[src/rtl/input_port_ctrl.sv]
// input_port_ctrl: wormhole packet controller between a router input FIFO and the crossbar.
// Latency: FIFO non-empty -> o_req next cycle; first flit moves the cycle after the grant is seen.
// Backpressure: a flit moves only when FIFO non-empty, i_ready and i_grant; otherwise all state holds.
// Optional feature macro NOC_PKT_COUNT_EN adds the 16-bit forwarded-packet counter o_pkt_count.

`ifndef TAM_FLIT
`define TAM_FLIT 16
`endif
`ifndef TAM_BUFFER
`define TAM_BUFFER 8
`endif

module input_port_ctrl #(
   parameter int                 WIDTH   = `TAM_FLIT,
   parameter int                 DEPTH   = `TAM_BUFFER,
   parameter logic [WIDTH/4-1:0] LOCAL_X = '0,
   parameter logic [WIDTH/4-1:0] LOCAL_Y = '0
) (
   input  logic                   i_clk,
   input  logic                   i_rst,
   input  logic [WIDTH-1:0]       i_head,
   input  logic [$clog2(DEPTH):0] i_counter,
   output logic                   o_pull,
   output logic                   o_req,
   output logic [4:0]             o_port,
   input  logic                   i_grant,
   output logic [WIDTH-1:0]       o_data,
   output logic                   o_valid,
   input  logic                   i_ready
`ifdef NOC_PKT_COUNT_EN
   ,
   output logic [15:0]            o_pkt_count
`endif
);

   typedef enum logic [1:0] {IDLE, REQ, SEND} state_t;
   typedef enum logic [1:0] {F_HDR, F_SIZE, F_PAY} flit_t;

   localparam logic [WIDTH-1:0] ONE = WIDTH'(1);

   state_t             state;
   flit_t              flit_idx;
   logic [WIDTH-1:0]   remaining;
   logic [WIDTH/4-1:0] dx;
   logic [WIDTH/4-1:0] dy;
   logic [4:0]         route;
   logic               fifo_nempty;
   logic               last;

   assign dx          = i_head[WIDTH/2-1:WIDTH/4];
   assign dy          = i_head[WIDTH/4-1:0];
   assign fifo_nempty = (i_counter != '0);

   // XY routing: resolve X first, then Y; equal coordinates mean the local port
   always_comb begin
      route = 5'b10000;
      if (dx > LOCAL_X)      route = 5'b00001;
      else if (dx < LOCAL_X) route = 5'b00010;
      else if (dy > LOCAL_Y) route = 5'b00100;
      else if (dy < LOCAL_Y) route = 5'b01000;
   end

   // Crossbar handshake and FIFO pop; data is the FIFO head passed straight through
   assign o_data  = i_head;
   assign o_valid = (state == SEND) && fifo_nempty;
   assign o_pull  = o_valid && i_ready && i_grant;

   // Last flit: a zero size flit ends the packet, otherwise the payload flit seen with one remaining
   assign last = ((flit_idx == F_SIZE) && (i_head == '0)) ||
                 ((flit_idx == F_PAY) && (remaining == ONE));

   // Request/stream FSM: request held from header detection until the last flit is transferred
   always_ff @(posedge i_clk) begin
      if (!i_rst) begin
         state     <= IDLE;
         o_req     <= 1'b0;
         o_port    <= '0;
         flit_idx  <= F_HDR;
         remaining <= '0;
      end else begin
         case (state)
            IDLE: begin
               if (fifo_nempty) begin
                  o_port   <= route;
                  o_req    <= 1'b1;
                  flit_idx <= F_HDR;
                  state    <= REQ;
               end
            end
            REQ: begin
               if (i_grant) state <= SEND;
            end
            SEND: begin
               if (o_pull) begin
                  case (flit_idx)
                     F_HDR:   flit_idx <= F_SIZE;
                     F_SIZE: begin
                        remaining <= i_head;
                        flit_idx  <= F_PAY;
                     end
                     F_PAY:   remaining <= remaining - ONE;
                     default: flit_idx <= F_HDR;
                  endcase
                  if (last) begin
                     state     <= IDLE;
                     o_req     <= 1'b0;
                     o_port    <= '0;
                     flit_idx  <= F_HDR;
                     remaining <= '0;
                  end
               end
            end
            default: begin
               state  <= IDLE;
               o_req  <= 1'b0;
               o_port <= '0;
            end
         endcase
      end
   end

`ifdef NOC_PKT_COUNT_EN
   // Forwarded-packet counter, bumped on each last-flit transfer, wraps at 16 bits
   always_ff @(posedge i_clk) begin
      if (!i_rst)              o_pkt_count <= '0;
      else if (o_pull && last) o_pkt_count <= o_pkt_count + 16'd1;
   end
`endif

endmodule

[config.mk]
export PLATFORM = sky130hd
export DESIGN_NAME = input_port_ctrl
export DESIGN_NICKNAME = d
export VERILOG_FILES = /design/src/rtl/input_port_ctrl.sv
export SDC_FILE = /design/constraint.sdc
export NUM_CORES = 1
export LEC_CHECK = 0
export CORE_MARGIN = 5
export CORE_UTILIZATION = 45
export DETAILED_ROUTE_END_ITERATION = 12
export GPL_ROUTABILITY_DRIVEN = 0
export GPL_TIMING_DRIVEN = 0
export PLACE_DENSITY_LB_ADDON = 0.3
export SLEW_MARGIN = 20
export SYNTH_ARGS = -nofsm -noshare
export SYNTH_HDL_FRONTEND = slang
export SYNTH_SLANG_ARGS = --single-unit
[constraint.sdc]
create_clock -name i_clk -period 5.5 [get_ports i_clk]
set_input_delay 0.55 -clock i_clk [delete_from_list [all_inputs] [get_ports i_clk]]
set_output_delay 0.55 -clock i_clk [all_outputs]
set_load 0.1 [all_outputs]
Word-level counts from Yosys, hierarchy flattened
Index checks and enable logic that the tools add are counted.

Bits in registers: 26. Input port bits: 24. Output and inout port bits: 24. Word-level logic and storage cells: 61.

Add/sub/neg operators: 1. Magnitude comparators: 4. Eq/ne operators: 10. Muxes and demuxes: 24. Bitwise operators: 1. Reduce and logical (&&, ||, !) cells: 16.

Operators with widths (count): 2-to-1 mux 5 bit (7); case mux 16 bit (2 select lines) (1); == test 16 x 1 -> 1 bit, second input constant (1); zero test 16 bit (1); 2-to-1 mux 16 bit (1); subtractor 16 x 1 -> 16 bit, second input constant (1); case mux 5 bit (3 select lines) (1); 2-to-1 mux 2 bit (7); case mux 2 bit (3 select lines) (2); AND reduction 4 bit (3); > comparator 4 x 1 -> 1 bit, second input constant (2); < comparator 4 x 1 -> 1 bit, second input constant (2); != test 2 bit, second input constant (4); logical AND 1 bit (5); == test 2 x 1 -> 1 bit, second input constant (2); == test 2 bit, second input constant (2); zero test 2 bit (2); case mux 2 bit (2 select lines) (1); nonzero test 4 bit (1); 2-to-1 mux 1 bit (3); != test 3 bit, second input constant (1); case mux 1 bit (3 select lines) (1); AND reduction 3 bit (1); nonzero test 3 bit (1); 3 further kinds (3).

Longest topological paths before layout
Gate-level depths: netlist (run 1).

Word-level depth: 7. Depth in mapped cells: 8. Gate-level depth less buffers: 7.

Worst setup path before layout (run 1)
OpenSTA, ideal clock, no wires.

Kind: input to output. From: input port i_grant. To: output port o_pull. Arrival time: 2.012 ns. Path slack: 2.938 ns. Stages: 2. Path through: nand4b_1 > nor2_1.

Cells in the longest elaborated chain, start to end: 1.

RTL lines: start, declared (line 26) `input logic i_grant,`; logical AND 1 bit (line 66) `assign o_pull = o_valid && i_ready && i_grant;`; end, declared (line 23) `output logic o_pull,`.

No other way between the ends.

Final worst setup path (run 1)
From: input port i_counter[1]. To: output port o_pull.

Cells in the longest elaborated chain, start to end: 4.

RTL lines: start, declared (line 22) `input logic [$clog2(DEPTH):0] i_counter,`; nonzero test 4 bit (line 52) `assign fifo_nempty = (i_counter != '0);`; logical AND 1 bit (line 65) `assign o_valid = (state == SEND) && fifo_nempty;`; logical AND 1 bit (2 in a row) (line 66).

No other way between the ends.

==> results of run 1 <==
-- metal layers --
metal	GRT usage, %	vias to the layer above	wire (microns)
met5	0	-	0
met4	4.92	0	48
met3	2.62	5	283
met2	32.5	54	2120
met1	23.6	821	2080
li1	-	902	-
-- worst paths after layout --
kind / start / endpoint
worst max register to register: flit_idx[1] / o_port[0]
worst min-delay path: o_req / o_req
worst max-delay path: i_counter[1] / o_pull
worst min register to register: o_req / o_req
-- placed cells by master, fill, tap and decap left out, types with 6 or more instances in the layout --
cell type | synthesis | final
sky130_fd_sc_hd__clkdlybuf4s50_1 | 0 | 44
sky130_fd_sc_hd__dfxtp_1 | 24 | 24
sky130_fd_sc_hd__buf_4 | 18 | 18
sky130_fd_sc_hd__nand2_1 | 16 | 16
sky130_fd_sc_hd__a21oi_1 | 12 | 12
sky130_fd_sc_hd__nor2_1 | 11 | 11
sky130_fd_sc_hd__nor3_1 | 9 | 9
sky130_fd_sc_hd__o21ai_0 | 9 | 9
sky130_fd_sc_hd__inv_1 | 8 | 8
sky130_fd_sc_hd__o2bb2ai_1 | 8 | 8
sky130_fd_sc_hd__nand3_1 | 7 | 7
sky130_fd_sc_hd__nor4_1 | 6 | 6
-- sequential cells by signal, indices dropped and copies added (netlist names) --
name       count
flit_idx       2
o_port         3
o_req          1
remaining     16
state          2
-- through the flow --
stage	setup slack, ps	utilization, %	area, sq um
6_report	2150	62.9	2340
5_1_grt	2040	62.9	2340
4_1_cts	2150	62.9	2340
3_5_place_dp	2160	61.0	2270
3_3_place_gp	2130	61.0	2270
2_1_floorplan	2940	-	1770
-- power groups by stage --
stage	clock [uW]	combinational, uW	sequential, uW
detailed placement	0	174	186
global placement	0	173	186
CTS	161	175	182
global route	167	183	183
finish	160	174	182
floorplan	0	103	209
-- cell families after synthesis --
kind of cell | after synthesis | synth area share (%)
and+or+nand+nor | 86 | 29.5
DFF | 24 | 27.3
muxes | 1 | 0.639
adders and majority gates | 5 | 3.55
buffers and inverters | 38 | 13.1
AOI/OAI and AO/OA | 61 | 25.1
xor gates and xnor gates | 1 | 0.497
other | 1 | 0.213
-- final cells by class --
cell class                      count  area, sq um  area share [%]
Clock inverter                      1         30.0            1.28
Timing Repair Buffer               44          440            18.8
Inverter                            9         33.8            1.45
Clock buffer                        3         41.3            1.77
Buffer                             29          198            8.46
Multi-Input combinational cell    156         1050            45.1
Sequential cell                    24          480            20.6
Tap cell                           48         60.1            2.57
-- synthesized netlist by cell type, types with 2 or more instances --
cell	number	share of area [%]
sky130_fd_sc_hd__buf_6	2	1.3
sky130_fd_sc_hd__o2111ai_1	2	0.99
sky130_fd_sc_hd__a22o_1	2	0.99
sky130_fd_sc_hd__buf_4	18	7.7
sky130_fd_sc_hd__nor3_1	9	2.6
sky130_fd_sc_hd__nand2_1	16	3.4
sky130_fd_sc_hd__o21ai_0	9	2.6
sky130_fd_sc_hd__nand3_1	7	2.0
sky130_fd_sc_hd__clkbuf_1	4	0.85
sky130_fd_sc_hd__a2bb2oi_1	2	0.99
sky130_fd_sc_hd__o21ai_1	2	0.57
sky130_fd_sc_hd__or4_4	3	1.9
sky130_fd_sc_hd__dfxtp_1	24	27
sky130_fd_sc_hd__o2bb2ai_1	8	4.0
sky130_fd_sc_hd__nand4_1	5	1.8
sky130_fd_sc_hd__and3_1	4	1.4
sky130_fd_sc_hd__nor2b_1	2	0.71
sky130_fd_sc_hd__a21oi_1	12	3.4
sky130_fd_sc_hd__a22oi_1	2	0.85
sky130_fd_sc_hd__buf_2	5	1.4
sky130_fd_sc_hd__a32o_1	4	2.3
sky130_fd_sc_hd__a21o_1	3	1.3
sky130_fd_sc_hd__inv_1	8	1.7
sky130_fd_sc_hd__nand2b_1	3	1.1
sky130_fd_sc_hd__nor4_2	4	2.8
sky130_fd_sc_hd__nor2_1	11	2.3
sky130_fd_sc_hd__ha_1	5	3.6
sky130_fd_sc_hd__a31oi_1	3	1.1
sky130_fd_sc_hd__nor4_1	6	2.1
sky130_fd_sc_hd__and2_1	4	1.4
sky130_fd_sc_hd__or3_1	5	1.8
==> qor.yml, run 1 <==
power_and_ir_drop:
  p_int_uw: 332
  sw_frac_of_total_pct: 35.7
  power_uw: 516
  cellLeakagePower_uw: 0.000915
  clk_network_pwr_share_pct: 31.1
  cellPowerDensity_mw_per_mm2: 221
  net-switching-power_uw: 184
  power.combinational.fraction_pct: 33.7
  vdd_drop_max_mv: 0.147
  seq_power_share_pct: 35.3
worst_setup_path:
  cp_slowest_stage_delay_ps: 1020
  critical_path.endpoint_type: "output pin"
  worstPathCellList: "clkdlybuf4s50_1, nor4_1, nor2_1, clkdlybuf4s50_1"
  worst_r2r_path_depth: 7
  cp_data_required_time_ps: 4950
  path_buf_inv: 2
  worstPathArrival_ps: 2800
  setup.reg_to_reg.worst_slack_ps: 3450
  number_of_gates_on_the_worst_path_with_buffers_counted: 4
  worstSetupPathType: "input pin to output pin"
  timing.critical_path.fanout_max: 4
  crit_top_cell: "sky130_fd_sc_hd__clkdlybuf4s50_1"
  timing.critical_path.max_delay_family: "buffers and inverters"
  critPathLaunchType: "input pin"
  timing.critical_path.slowest_stage_cell: "sky130_fd_sc_hd__clkdlybuf4s50_1"
timing:
  clock_skew_ps: 10.0
  final_count_of_hold_timing_violations: 0
  fin_setup_tns_ps: 0
  tightest_slew_ps: 984
  clock.fmax_ghz: 0.299
  timing_max_transition_violations_final: 0
  setup_repair_after_global_routing_missed_its_margin: "no"
  hold_ws_ps: 467
  finalWorstPathRequiredPeriod_ps: 3350
  slew-limit-headroom_pct: 34.2
  setup_viol_count_final: 0
  fin_crit_sh_pct: 60.8
global_route:
  maximum_number_of_pins_on_one_net_before_global_route_repair: 15
  grt_pass1_wl_mm: 7.97
  gr-total-overflow: 0
  first_global_vias: 1760
  antenna_found_initial: 0
  gr-usage-all-layers_pct: 18.5
cts:
  cts.repair_timing.setup_buffer_count: 0
  cts-resized-gates: 0
  clkSlewWorstSetupHoldPaths_ps: 100
  clock-sinks: 24
  cts.path.max_buffers: 2
  tritoncts: "done"
  clock-root-buffer: "sky130_fd_sc_hd__clkbuf_8"
  cts_inserted_buffers: 3
  h-tree-depth: 1
  postCtsHoldBufs: 0
  clk_latency_ps: 280
routing:
  route.detailed.vias_per_inst: 5.68
  dr_total_vias: 1782
  avg_wl_per_cell_microns: 14.4
  drtAntennaViolNets: 0
  dr.first_iter.drc_count: 91
  iteration_count_of_the_initial_detailed_routing_pass: 4
  detail_route.drc_violations: 0
  totalWireLength_mm: 4.53
finish:
  n_fill_cell: 359
  diodes: 0
  layoutNonFillerInstCount: 314
  final_nets: 296
  drive_above_1_share_pct: 15.0
  flow.area_growth_from_synthesis_pct: 32.7
logic_synthesis:
  postSynth.asyncResetShare_pct: 0
  number_of_enable_type_register_cells_in_the_synthesized_netlist: 0
  synth.cell_area_sq_mm: 0.00176
  syn-instance-count: 217
  synthFlopType: "sky130_fd_sc_hd__dfxtp_1"
  ys_ff_latch: 24
  seq_area_frac_synth_pct: 27.3
  post_synth_num_cell_types: 54
  syn-mean-instance-area_sq_um: 8.12
  synth.yosys.warnings: 0
place:
  place.port_buffers: 44
  placed_cells: 310
  detail_placement_hpwl_mm: 3.52
floorplan:
  rows: 22
  die_y_microns: 72.6
  dieArea_sq_mm: 0.00527
  io-pin-count: 48
  die_width_microns: 72.6
  floorplan.initialDensity_pct: 47.4
  standard_cell_core_area_sq_mm: 0.00372
worst_hold_path:
  worst_hold_path_type: "flop to flop"
  min_delay_path_depth: 1
run_status:
  run_status: "completed"
flow_run:
  max_cap_violations: 0
Power figures use the tool's default switching activity.
==> run 2: changes to the inputs <==
Clock period 5.5 ns to 3.1 ns, I/O delays scaled along.
==> results of run 2 <==
Same layout as run 1 (identical final DEF). Status: completed.
Main changes from that run: setup slack after placement 2160 ps -> 240 ps; setup slack after layout 2150 ps -> 234 ps; register-to-register setup slack 3450 ps -> 1050 ps; total power 516 uW -> 915 uW; worst IR drop on VDD 0.147 mV -> 0.261 mV
